### config.mk
export PLATFORM = sky130hd
export DESIGN_NAME = duty_ramp_ctrl
export DESIGN_NICKNAME = d
export VERILOG_FILES = /design/src/rtl/duty_pkg.sv /design/src/rtl/duty_ramp_ctrl_period_timer.sv /design/src/rtl/duty_ramp_ctrl.sv
export SDC_FILE = /design/constraint.sdc
export NUM_CORES = 1
export LEC_CHECK = 0
export ABC_CLOCK_PERIOD_IN_PS = 9800
export CELL_PAD_IN_SITES_DETAIL_PLACEMENT = 0
export CELL_PAD_IN_SITES_GLOBAL_PLACEMENT = 1
export CORE_MARGIN = 2
export CORE_UTILIZATION = 45
export CTS_BUF_LIST = sky130_fd_sc_hd__clkbuf_2 sky130_fd_sc_hd__clkbuf_4 sky130_fd_sc_hd__clkbuf_8
export DETAILED_ROUTE_END_ITERATION = 8
export PLACE_DENSITY = 0.84
export SYNTH_ARGS = -nofsm -noshare
export SYNTH_HDL_FRONTEND = slang
export SYNTH_SLANG_ARGS = --single-unit
### constraint.sdc
create_clock -name clk -period 9.8 [get_ports clk]
set_clock_uncertainty 0.1 [all_clocks]
set_input_delay 2.94 -clock clk [delete_from_list [all_inputs] [get_ports clk]]
set_output_delay 2.94 -clock clk [all_outputs]
set_load 0.01 [all_outputs]
### src/rtl/duty_pkg.sv
// duty_pkg: shared types, defaults and step arithmetic for the duty ramp
// controller and its period timer.
package duty_pkg;

  localparam int DUTY_DW    = 8;
  localparam int PWM_PERIOD = 256;

  typedef enum logic {
    IDLE = 1'b0,
    RAMP = 1'b1
  } state_e;

  // One ramp step from cur toward tgt, saturating at tgt. Evaluated in 32 bits
  // so cur+step can never wrap for any duty width the controller supports.
  function automatic logic [31:0] sat_step(input logic [31:0] cur,
                                           input logic [31:0] tgt,
                                           input logic [31:0] step);
    logic [31:0] r;
    if (cur < tgt) begin
      r = cur + step;
      if (r > tgt) r = tgt;
    end else if (cur > tgt) begin
      // compare against tgt+step instead of computing cur-step first: no underflow
      r = (cur > tgt + step) ? (cur - step) : tgt;
    end else begin
      r = cur;
    end
    return r;
  endfunction

endpackage

### src/rtl/duty_ramp_ctrl_period_timer.sv
// period_timer: free-running mod-PERIOD counter. tick_o is high while the
// count sits at PERIOD-1, i.e. on the last clock of every PWM period. The PWM
// stage can instantiate the same block so both wrap on the same edge.
module period_timer
  import duty_pkg::*;
#(
  parameter int PERIOD = PWM_PERIOD
) (
  input  logic clk,
  input  logic rst,
  output logic tick_o
);

  localparam int CW = (PERIOD > 1) ? $clog2(PERIOD) : 1;
  localparam logic [CW-1:0] LAST = CW'(PERIOD - 1);

  logic [CW-1:0] cnt_q;
  logic [CW-1:0] cnt_d;

  // next count: wrap after the last clock of the period
  always_comb begin
    cnt_d = (cnt_q == LAST) ? '0 : cnt_q + 1'b1;
  end

  // counter register, synchronous active-low reset
  always_ff @(posedge clk) begin
    if (!rst) cnt_q <= '0;
    else      cnt_q <= cnt_d;
  end

  assign tick_o = (cnt_q == LAST);

endmodule

### src/rtl/duty_ramp_ctrl.sv
// duty_ramp_ctrl: soft-start / slew-rate limiter feeding the PWM duty input.
// Accepts a target over valid/ready and walks duty_out_o toward it by STEP
// every HOLD_PERIODS PWM periods, changing duty only on period boundaries.
// Build option: define DUTY_CLAMP_EN to clamp accepted targets to MAX_DUTY.
//
// state | meaning
// IDLE  | duty_out equals the accepted target
// RAMP  | stepping toward the target on every HOLD_PERIODS-th period tick
module duty_ramp_ctrl
  import duty_pkg::*;
#(
  parameter int DW           = DUTY_DW,
  parameter int PERIOD       = PWM_PERIOD,
  parameter int STEP         = 1,
  parameter int HOLD_PERIODS = 4,
  parameter int MAX_DUTY     = 230
) (
  input  logic          clk,
  input  logic          rst,
  input  logic          enable_i,
  input  logic [DW-1:0] tgt_duty_i,
  input  logic          tgt_valid_i,
  output logic          tgt_ready_o,
  output logic [DW-1:0] duty_out_o,
  output logic          period_tick_o,
  output logic          busy_o,
  output logic          at_target_o
);

  localparam int HW = (HOLD_PERIODS > 1) ? $clog2(HOLD_PERIODS) : 1;
  localparam logic [HW-1:0] HOLD_LAST = HW'(HOLD_PERIODS - 1);

  state_e        state_q, state_d;
  logic [DW-1:0] duty_q, duty_d;
  logic [DW-1:0] tgt_q, tgt_d;
  logic [HW-1:0] hold_q, hold_d;
  logic          busy_q, at_target_q;
  logic          period_tick;
  logic [DW-1:0] tgt_in;

  period_timer #(
    .PERIOD (PERIOD)
  ) u_period_timer (
    .clk    (clk),
    .rst    (rst),
    .tick_o (period_tick)
  );

  assign tgt_ready_o = enable_i & rst;

`ifdef DUTY_CLAMP_EN
  assign tgt_in = (tgt_duty_i > DW'(MAX_DUTY)) ? DW'(MAX_DUTY) : tgt_duty_i;
`else
  assign tgt_in = tgt_duty_i;
`endif

  // next-state: step on the hold boundary against the current target, then
  // latch any new target; state follows whether duty and target now differ
  always_comb begin
    state_d = state_q;
    duty_d  = duty_q;
    tgt_d   = tgt_q;
    hold_d  = hold_q;
    if (!enable_i) begin
      state_d = IDLE;
      duty_d  = '0;
      tgt_d   = '0;
      hold_d  = '0;
    end else begin
      if ((state_q == RAMP) && period_tick) begin
        if (hold_q == HOLD_LAST) begin
          hold_d = '0;
          duty_d = DW'(sat_step(32'(duty_q), 32'(tgt_q), 32'(STEP)));
        end else begin
          hold_d = hold_q + 1'b1;
        end
      end
      if (tgt_valid_i && tgt_ready_o) tgt_d = tgt_in;
      if (duty_d == tgt_d) begin
        state_d = IDLE;
        hold_d  = '0;
      end else begin
        state_d = RAMP;
        // a retarget mid-ramp keeps the hold phase; only a fresh ramp restarts it
        if (state_q == IDLE) hold_d = '0;
      end
    end
  end

  // state and registered status flags
  always_ff @(posedge clk) begin
    if (!rst) begin
      state_q     <= IDLE;
      duty_q      <= '0;
      tgt_q       <= '0;
      hold_q      <= '0;
      busy_q      <= 1'b0;
      at_target_q <= 1'b1;
    end else begin
      state_q     <= state_d;
      duty_q      <= duty_d;
      tgt_q       <= tgt_d;
      hold_q      <= hold_d;
      busy_q      <= (state_d == RAMP);
      at_target_q <= (state_d == IDLE);
    end
  end

  assign duty_out_o    = duty_q;
  assign period_tick_o = period_tick;
  assign busy_o        = busy_q;
  assign at_target_o   = at_target_q;

endmodule

==> impl_metrics.env, run 1 <==
export IMPL_initial_core_util=0.4607
export IMPL_grt_pass1_vias=2421
export IMPL_numCtsBuffers=3
export IMPL_ios=24
export IMPL_cts_sinks=28
export IMPL_yosys_top_cells_count="ha_1, dfxtp_1, nand2_1, nor2_1, a21oi_1"
export IMPL_gp_congestion=0.9105
export IMPL_synth_compound_area_share=0.2261
export IMPL_synth_adder_area_share=0.1338
export IMPL_wl_per_cell_um=17.45
export IMPL_power_leakage_nw=1.336
export IMPL_finalSetupTns_ns=0
export IMPL_globalRoute_totalOverflow=0
export IMPL_port_buffers=23
export IMPL_place_area_um2=2998
export IMPL_fin_crit_ns=7.802
export IMPL_worst_setup_path_type="in2out"
export IMPL_critPathLaunchType="input port"
export IMPL_pwr_share_clk=0.352
export IMPL_cts_tree="done"
export IMPL_core_area_um2=5886
export IMPL_p_sw_frac=0.2578
export IMPL_dp_cells=422
export IMPL_multi_input_area_um2=2012
export IMPL_hold_class="reg2reg"
export IMPL_antenna_found_initial=0
export IMPL_root_buffer="clkbuf_8"
export IMPL_p_per_area_nw_per_um2=84.00
export IMPL_maxSlewViolCount=0
export IMPL_synth_cell_types=60
export IMPL_crit_path_end_kind="output port"
export IMPL_cts_resized=0
export IMPL_fin_cells=426
export IMPL_slew_headroom=0.4989
export IMPL_syn_area_um2=2711
export IMPL_synth_nets=375
export IMPL_avgSynthCellArea_um2=8.118
export IMPL_vdd_drop_max_mv=0.08818
export IMPL_clkSlewWorstSetupHoldPaths_ns=0.10
export IMPL_postRouteAntennaNets=0
export IMPL_synthXorXnorAreaFrac=0.08030
export IMPL_nets=393
export IMPL_nFillCells=579
export IMPL_cap_violations=0
export IMPL_critPathRequiredTime_ns=6.76
export IMPL_route_vias_total=2567
export IMPL_grt_max_degree=17
export IMPL_std_cell_rows=28
export IMPL_status="complete, no violations"
export IMPL_synthMostInstantiatedCell="ha_1"
export IMPL_post_synth_top_area_cell="dfxtp_1"
export IMPL_grt_pass1_wl_um=11920
export IMPL_setup_viol=0
export IMPL_cp_max_fo=16
export IMPL_arrival_ns=4.76
export IMPL_combPwrFrac=0.186
export IMPL_drt_total_wl_um=7435
export IMPL_postCtsSetupBuffers=0
export IMPL_synth_edff_count=0
export IMPL_fin_area_um2=3069
export IMPL_die_h_um=81.62
export IMPL_route_detailed_drc=0
export IMPL_cts_buffer_depth=2
export IMPL_diodes=0
export IMPL_fmax_mhz=128.2
export IMPL_muxShareOfSynthArea=0.06737
export IMPL_synth_seq_area_share=0.2067
export IMPL_cts_htree_levels=1
export IMPL_dieWidth_um=81.62
export IMPL_period_share=0.7962
export IMPL_ys_flop_type="dfxtp_1"
export IMPL_internal_power_w=0.0001914
export IMPL_regArea_um2=560.5
export IMPL_cts_hold_buf=0
export IMPL_dr_pass1_iters=4
export IMPL_seq_power_share=0.462
export IMPL_viasPerCell=6.026
export IMPL_synth_simple_gate_area_share=0.2321
export IMPL_synth_top_family_by_area="simple AND/OR/NAND/NOR gates"
export IMPL_synth_cells=334
export IMPL_rsz0062_at_grt="false"
export IMPL_switchingPower_w=0.00006646
export IMPL_async_flop_share=0
export IMPL_netlist_area_leader_share=0.2067
export IMPL_drive_gt1_frac=0.07407
export IMPL_dieArea_um2=6662
export IMPL_insertion_delay_ns=0.28
export IMPL_worst_slew_pin_slew_ns=0.7328
export IMPL_area_growth_pct=13.20
export IMPL_ys_top_cells_by_area="dfxtp_1, ha_1, mux2i_1, xnor2_1, a21oi_1"
export IMPL_grt_total_usage=0.2316
export IMPL_yosysWarningCount=0
export IMPL_timing_hold_violations_final=0
export IMPL_drtIter0Drc=127
export IMPL_synth_seq_cells=28
export IMPL_dp_hpwl_um=5820
[critical path, cell delays in order]
cell             delay [ns]
clkdlybuf4s50_1        0.57
nand2_1                0.38
inv_1                  0.28
clkdlybuf4s50_1        0.58
[layout make-up]
| type | instances | area share |
|---|---|---|
| Sequential cell | 28 | 0.1826 |
| Inverter | 19 | 0.02324 |
| Clock buffer | 3 | 0.01345 |
| Tap cell | 75 | 0.03057 |
| Clock inverter | 1 | 0.009784 |
| Multi-Input combinational cell | 273 | 0.6555 |
| Timing Repair Buffer | 27 | 0.08479 |
[state kept, by name, summed over array words and instances (netlist names)]
name and flops:
hold_q 2, at_target_o 1, tgt_q 8, u_period_timer.cnt_q 8
busy_o 1, duty_out_o 8
[worst paths after layout]
check	start	to	slack [ns]	depth (start not counted)
max reg2reg	duty_out_o[0]$_SDFF_PN0_	hold_q[0]$_SDFFE_PP0P_	5.11	13
min reg2reg	u_period_timer.cnt_q[0]$_SDFF_PP0_	u_period_timer.cnt_q[0]$_SDFF_PP0_	0.38	1
min	u_period_timer.cnt_q[0]$_SDFF_PP0_	u_period_timer.cnt_q[0]$_SDFF_PP0_	0.38	1
max	rst	tgt_ready_o	2.00	4
[cell families after synthesis]
family / after synthesis
mux: 18
xor+xnor: 24
buf+inv: 33
flops: 28
compound gates: 85
fa+ha+maj: 29
simple gates: 117
[through the flow]
step	utilization	setup slack, ns	power [W]	hold slack [ns]
after floorplan	-	3.540	0.0001531	0.3302
after global placement	0.5094	2.034	0.0001688	0.3451
after detailed placement	0.5094	2.001	0.0001690	0.3620
after CTS	0.5215	1.994	0.0002595	0.3899
after global routing	0.5215	1.901	0.0002676	0.4086
final	0.5215	1.998	0.0002578	0.3827
[layout by cell type (no fill, tap or decap), types with 3 or more instances in the layout]
cell and n:
a2111oi_0 5, a211o_1 3, a211oi_1 3, a21o_1 5
a21oi_1 24, a221oi_1 3, and2_1 5, buf_4 4
clkbuf_8 3, clkdlybuf4s50_1 23, dfxtp_1 28, ha_1 29
inv_1 19, mux2i_1 16, nand2_1 26, nand3_1 16
nand4_1 9, nor2_1 26, nor3_1 12, o2111a_1 3
o211ai_1 5, o21ai_0 11, or4_4 3, xnor2_1 15
xor2_1 8
[per-layer routing]
metal	vias to the layer above	GRT usage	wire (um)
li1	1275	-	-
met1	1218	0.3114	3512
met2	54	0.3910	3454
met3	20	0.01209	227
met4	0	0.08833	240
met5	-	0	0
[power by group through the flow]
stage	registers, W	logic (W)	clock network, W
after floorplan	0.000121	0.0000322	0
after global placement	0.000122	0.0000472	0
after detailed placement	0.000122	0.0000474	0
after CTS	0.000119	0.0000476	0.0000928
after global routing	0.000119	0.0000524	0.0000958
final	0.000119	0.0000480	0.0000907
(Power assumes the default switching activity.)
==> run 2: changes to the inputs <==
--- a/config.mk
+++ b/config.mk
@@ -5,7 +5,7 @@
 export SDC_FILE = /design/constraint.sdc
 export NUM_CORES = 1
 export LEC_CHECK = 0
-export ABC_CLOCK_PERIOD_IN_PS = 9800
+export ABC_CLOCK_PERIOD_IN_PS = 7530
 export CELL_PAD_IN_SITES_DETAIL_PLACEMENT = 0
 export CELL_PAD_IN_SITES_GLOBAL_PLACEMENT = 1
 export CORE_MARGIN = 2
==> constraint.sdc (replaced) <==
create_clock -name clk -period 7.53 [get_ports clk]
set_clock_uncertainty 0.1 [all_clocks]
set_input_delay 2.259 -clock clk [delete_from_list [all_inputs] [get_ports clk]]
set_output_delay 2.259 -clock clk [all_outputs]
set_load 0.01 [all_outputs]
==> impl_metrics.env, run 2 (same netlist as run 1, synthesis figures left out) <==
export IMPL_status="complete, no violations"
export IMPL_layout_commonest_cell="ha_1"
export IMPL_root_buffer="clkbuf_8"
export IMPL_cts_tree="done"
export IMPL_gp_congestion=0.9051
export IMPL_path_buf_inv=3
export IMPL_vdd_drop_max_mv=0.1179
export IMPL_worst_slew_pin_slew_ns=0.7462
export IMPL_pwr_share_clk=0.347
export IMPL_route_detailed_drc=0
export IMPL_antenna_found_initial=0
export IMPL_internal_power_w=0.0002489
export IMPL_regToRegSetupSlack_ns=2.76
export IMPL_dr_pass1_iters=4
export IMPL_maxSlewViolCount=0
export IMPL_cp_slowest_cell="clkdlybuf4s50_1"
export IMPL_drt_total_wl_um=7528
export IMPL_drtIter0Drc=155
export IMPL_std_cell_rows=28
export IMPL_cts_resized=0
export IMPL_worst_path_largest_cell_delay_ns=0.58
export IMPL_area_growth_pct=13.20
export IMPL_crit_path_end_kind="output port"
export IMPL_seq_power_share=0.464
export IMPL_setup_viol=0
export IMPL_switchingPower_w=0.00008518
export IMPL_rsz0062_at_grt="false"
export IMPL_core_area_um2=5886
export IMPL_diodes=0
export IMPL_initial_core_util=0.4607
export IMPL_dieWidth_um=81.62
export IMPL_cap_violations=0
export IMPL_finalSetupTns_ns=0
export IMPL_power_leakage_nw=1.336
export IMPL_dieArea_um2=6662
export IMPL_slew_headroom=0.5007
export IMPL_insertion_delay_ns=0.27
export IMPL_hold_class="reg2reg"
export IMPL_cts_buffer_depth=2
export IMPL_cts_htree_levels=1
export IMPL_grt_pass1_wl_um=12390
export IMPL_cts_hold_buf=0
export IMPL_globalRoute_totalOverflow=0
export IMPL_dp_hpwl_um=5851
export IMPL_numCtsBuffers=3
export IMPL_postRouteAntennaNets=0
export IMPL_period_share=0.8539
export IMPL_port_buffers=23
export IMPL_place_area_um2=2998
export IMPL_ios=24
export IMPL_clkSlewWorstSetupHoldPaths_ns=0.09
export IMPL_combPwrFrac=0.188
export IMPL_route_vias_total=2579
export IMPL_critPathRequiredTime_ns=5.17
export IMPL_fmax_mhz=155.5
export IMPL_timing_hold_violations_final=0
export IMPL_worst_slack_ns=1.100
export IMPL_whs_ns=0.3692
export IMPL_nets=393
export IMPL_worst_setup_path_type="in2out"
export IMPL_cp_max_fo=16
export IMPL_cts_sinks=28
export IMPL_place_ws_ns=1.092
export IMPL_drive_gt1_frac=0.07407
export IMPL_path_delay_family="buffers and inverters"
export IMPL_grt_max_degree=17
export IMPL_mostFrequentLayoutCells="ha_1, dfxtp_1, nand2_1, nor2_1, a21oi_1"
export IMPL_postCtsSetupBuffers=0
export IMPL_viasPerCell=6.054
export IMPL_arrival_ns=4.07
export IMPL_fin_area_um2=3069
export IMPL_p_per_area_nw_per_um2=108.8
export IMPL_p_sw_frac=0.2550
export IMPL_fin_crit_ns=6.430
export IMPL_wl_per_cell_um=17.67
export IMPL_die_h_um=81.62
export IMPL_grt_total_usage=0.2392
export IMPL_grt_pass1_vias=2498
export IMPL_cp_common_cell="clkdlybuf4s50_1"
export IMPL_critPathLaunchType="input port"
export IMPL_crit_chain="clkdlybuf4s50_1, nand2_1, inv_1, clkdlybuf4s50_1"
## run 2: cell counts in the layout (fill, tap and decap cells not counted)
No cell type changed its count.
## run 2: through the flow
step | utilization | cells | total power [W]
finish | 0.5215 | 426 | 0.0003340
global route | 0.5215 | 426 | 0.0003477
CTS | 0.5215 | 426 | 0.0003362
detailed placement | 0.5094 | 422 | 0.0002205
global placement | 0.5094 | 422 | 0.0002199
floorplan | - | 334 | 0.0001993
## run 2: worst paths after layout
path | start | to | cells past startpoint
worst max-delay path | rst | tgt_ready_o | 4
worst min-delay path | u_period_timer.cnt_q[0]$_SDFF_PP0_ | u_period_timer.cnt_q[0]$_SDFF_PP0_ | 1
worst max register to register | duty_out_o[1]$_SDFF_PN0_ | busy_o$_SDFF_PN0_ | 13
worst min register to register | u_period_timer.cnt_q[0]$_SDFF_PP0_ | u_period_timer.cnt_q[0]$_SDFF_PP0_ | 1
## run 2: routing by layer
metal  wire [um]  vias to the layer above  global-route usage
met5           0                        -                   0
li1            -                     1277                   -
met1        3490                     1222              0.3273
met3         357                        8             0.01319
met2        3585                       72              0.4090
met4          95                        0             0.06500
## run 2: area by class of cell
class	instances	area [um2]
multi-input combinational	273	2012
inverter	19	71.32
tap	75	93.84
fill	582	2816
clock buffer	3	41.29
clock inverter	1	30.03
timing repair buffer	27	260.3
sequential	28	560.5
## run 2: power groups by stage
stage / logic, W / clock network (W) / registers, W
after global placement: 0.0000615 / 0 / 0.000158
after CTS: 0.0000624 / 0.000119 / 0.000155
final: 0.0000629 / 0.000116 / 0.000155
after detailed placement: 0.0000621 / 0 / 0.000158
after floorplan: 0.0000419 / 0 / 0.000157
after global routing: 0.0000694 / 0.000123 / 0.000155
==> run 3: changes to the inputs <==
--- a/config.mk
+++ b/config.mk
@@ -5,14 +5,15 @@
 export SDC_FILE = /design/constraint.sdc
 export NUM_CORES = 1
 export LEC_CHECK = 0
-export ABC_CLOCK_PERIOD_IN_PS = 7530
+export ABC_CLOCK_PERIOD_IN_PS = 5600
 export CELL_PAD_IN_SITES_DETAIL_PLACEMENT = 0
 export CELL_PAD_IN_SITES_GLOBAL_PLACEMENT = 1
 export CORE_MARGIN = 2
-export CORE_UTILIZATION = 45
+export CORE_UTILIZATION = 41
 export CTS_BUF_LIST = sky130_fd_sc_hd__clkbuf_2 sky130_fd_sc_hd__clkbuf_4 sky130_fd_sc_hd__clkbuf_8
 export DETAILED_ROUTE_END_ITERATION = 8
-export PLACE_DENSITY = 0.84
+export PLACE_DENSITY = 0.81
+export SLEW_MARGIN = 20
 export SYNTH_ARGS = -nofsm -noshare
 export SYNTH_HDL_FRONTEND = slang
 export SYNTH_SLANG_ARGS = --single-unit
==> constraint.sdc (replaced) <==
create_clock -name clk -period 5.6 [get_ports clk]
set_clock_uncertainty 0.1 [all_clocks]
set_input_delay 1.68 -clock clk [delete_from_list [all_inputs] [get_ports clk]]
set_output_delay 1.68 -clock clk [all_outputs]
set_load 0.01 [all_outputs]
==> impl_metrics.env, run 3 (same netlist as run 1, synthesis figures left out) <==
export IMPL_core_area_um2=6386
export IMPL_clkSlewWorstSetupHoldPaths_ns=0.10
export IMPL_fmax_mhz=206.1
export IMPL_grt_max_degree=17
export IMPL_worst_setup_path_type="in2out"
export IMPL_dp_hpwl_um=6090
export IMPL_cap_violations=0
export IMPL_dr_pass1_iters=5
export IMPL_arrival_ns=3.07
export IMPL_path_buf_inv=3
export IMPL_cp_num_cells=4
export IMPL_grt_pass1_vias=2519
export IMPL_cp_common_cell="clkdlybuf4s50_1"
export IMPL_crit_chain="clkdlybuf4s50_1, nand2_1, inv_1, clkdlybuf4s50_1"
export IMPL_layout_commonest_cell="ha_1"
export IMPL_timing_hold_violations_final=0
export IMPL_port_buffers=23
export IMPL_area_growth_pct=14.40
export IMPL_rsz0062_at_grt="false"
export IMPL_path_delay_family="buffers and inverters"
export IMPL_dp_cells=428
export IMPL_postCtsSetupBuffers=0
export IMPL_met3_length_um=457
export IMPL_antenna_found_initial=0
export IMPL_status="complete, no violations"
export IMPL_wl_per_cell_um=17.88
export IMPL_route_vias_total=2603
export IMPL_drive_gt1_frac=0.08451
export IMPL_critPathLaunchType="input port"
export IMPL_crit_path_end_kind="output port"
export IMPL_std_cell_rows=29
export IMPL_root_buffer="clkbuf_8"
export IMPL_setup_viol=0
export IMPL_fin_cells=432
export IMPL_grt_total_usage=0.2162
export IMPL_hold_path_depth=1
export IMPL_grt_pass1_wl_um=12590
export IMPL_insertion_delay_ns=0.28
export IMPL_cts_buffer_depth=2
export IMPL_numCtsBuffers=3
export IMPL_finalSetupTns_ns=0
export IMPL_power_leakage_nw=1.357
export IMPL_cts_tree="done"
export IMPL_postRouteAntennaNets=0
export IMPL_drtIter0Drc=216
export IMPL_ios=24
export IMPL_cp_slowest_cell="clkdlybuf4s50_1"
export IMPL_diodes=0
export IMPL_route_detailed_drc=0
export IMPL_total_power_w=0.0004553
export IMPL_worst_path_largest_cell_delay_ns=0.57
export IMPL_dieWidth_um=85.32
export IMPL_vdd_drop_max_mv=0.2012
export IMPL_initial_core_util=0.4246
export IMPL_wl_met2_um=3403
export IMPL_viasPerCell=6.025
export IMPL_nFillCells=648
export IMPL_gp_congestion=0.9210
export IMPL_slew_headroom=0.4828
export IMPL_critPathRequiredTime_ns=3.82
export IMPL_mostFrequentLayoutCells="ha_1, dfxtp_1, nand2_1, nor2_1, a21oi_1"
export IMPL_nets=397
export IMPL_cts_resized=0
export IMPL_cts_sinks=28
export IMPL_globalRoute_totalOverflow=0
export IMPL_dieArea_um2=7280
export IMPL_maxSlewViolCount=0
export IMPL_cts_hold_buf=0
export IMPL_cp_max_fo=7
export IMPL_cts_htree_levels=1
export IMPL_wl_met1_um=3678
export IMPL_fin_crit_ns=4.851
export IMPL_drt_total_wl_um=7726
export IMPL_p_per_area_nw_per_um2=146.8
export IMPL_die_h_um=85.32
export IMPL_period_share=0.8663
export IMPL_hold_class="reg2reg"
export IMPL_top_layer="met4"
export IMPL_worst_slew_pin_slew_ns=0.7562
export IMPL_r2r_cells=13
run 3: cell count changes in the layout (fill, tap and decap cells not counted), sizes merged:
cell and delta:
buf +4
run 3: worst register-to-register path, cell delays in order (launching register included):
cell      delay (ns)
dfxtp_1         0.66
ha_1            0.38
nand2_1         0.12
xnor2_1         0.19
ha_1            0.37
nand4_1         0.13
o32a_1          0.39
o21a_1          0.14
nor2_1          0.54
mux2i_1         0.38
a211oi_1        0.12
or4_4           0.58
nor4b_4         0.35
a21oi_1         0.11
run 3: final timing paths:
| kind | slack [ns] | from | endpoint |
|---|---|---|---|
| hold / removal | 0.38 | u_period_timer.cnt_q[0]$_SDFF_PP0_ | u_period_timer.cnt_q[0]$_SDFF_PP0_ |
| hold reg to reg | 0.38 | u_period_timer.cnt_q[0]$_SDFF_PP0_ | u_period_timer.cnt_q[0]$_SDFF_PP0_ |
| setup / recovery | 0.75 | rst | tgt_ready_o |
| setup reg to reg | 0.91 | duty_out_o[0]$_SDFF_PN0_ | hold_q[1]$_SDFFE_PP0P_ |
run 3: stage by stage:
step,worst slack (ns),utilization,hold slack (ns),cell area [um2]
CTS,0.7232,0.4857,0.3802,3102
finish,0.7490,0.4857,0.3758,3102
floorplan,1.547,-,0.3302,2711
detailed placement,0.7382,0.4745,0.3558,3030
global route,0.6409,0.4857,0.4188,3102
global placement,0.7595,0.4745,0.3454,3030
run 3: layer usage:
metal | vias to the layer above | track usage
met5 | - | 0
met4 | 0 | 0.08369
met3 | 17 | 0.01556
met2 | 95 | 0.3423
met1 | 1204 | 0.3056
li1 | 1287 | -
run 3: power breakdown:
| group | internal (W) | total (W) | switching [W] |
|---|---|---|---|
| Sequential | 0.000203 | 0.000208 | 0.00000533 |
| Combinational | 0.0000364 | 0.0000854 | 0.0000490 |
| Clock | 0.0000958 | 0.000161 | 0.0000656 |
| Total | 0.000335 | 0.000455 | 0.000120 |
run 3: layout make-up:
type / count / area (um2) / share of cell area
Clock buffer: 3 / 41.29 / 0.01331
Clock inverter: 1 / 30.03 / 0.009681
Inverter: 19 / 71.32 / 0.02299
Multi-Input combinational cell: 273 / 2012 / 0.6486
Sequential cell: 28 / 560.5 / 0.1807
Tap cell: 77 / 96.34 / 0.03106
Timing Repair Buffer: 31 / 290.3 / 0.09359
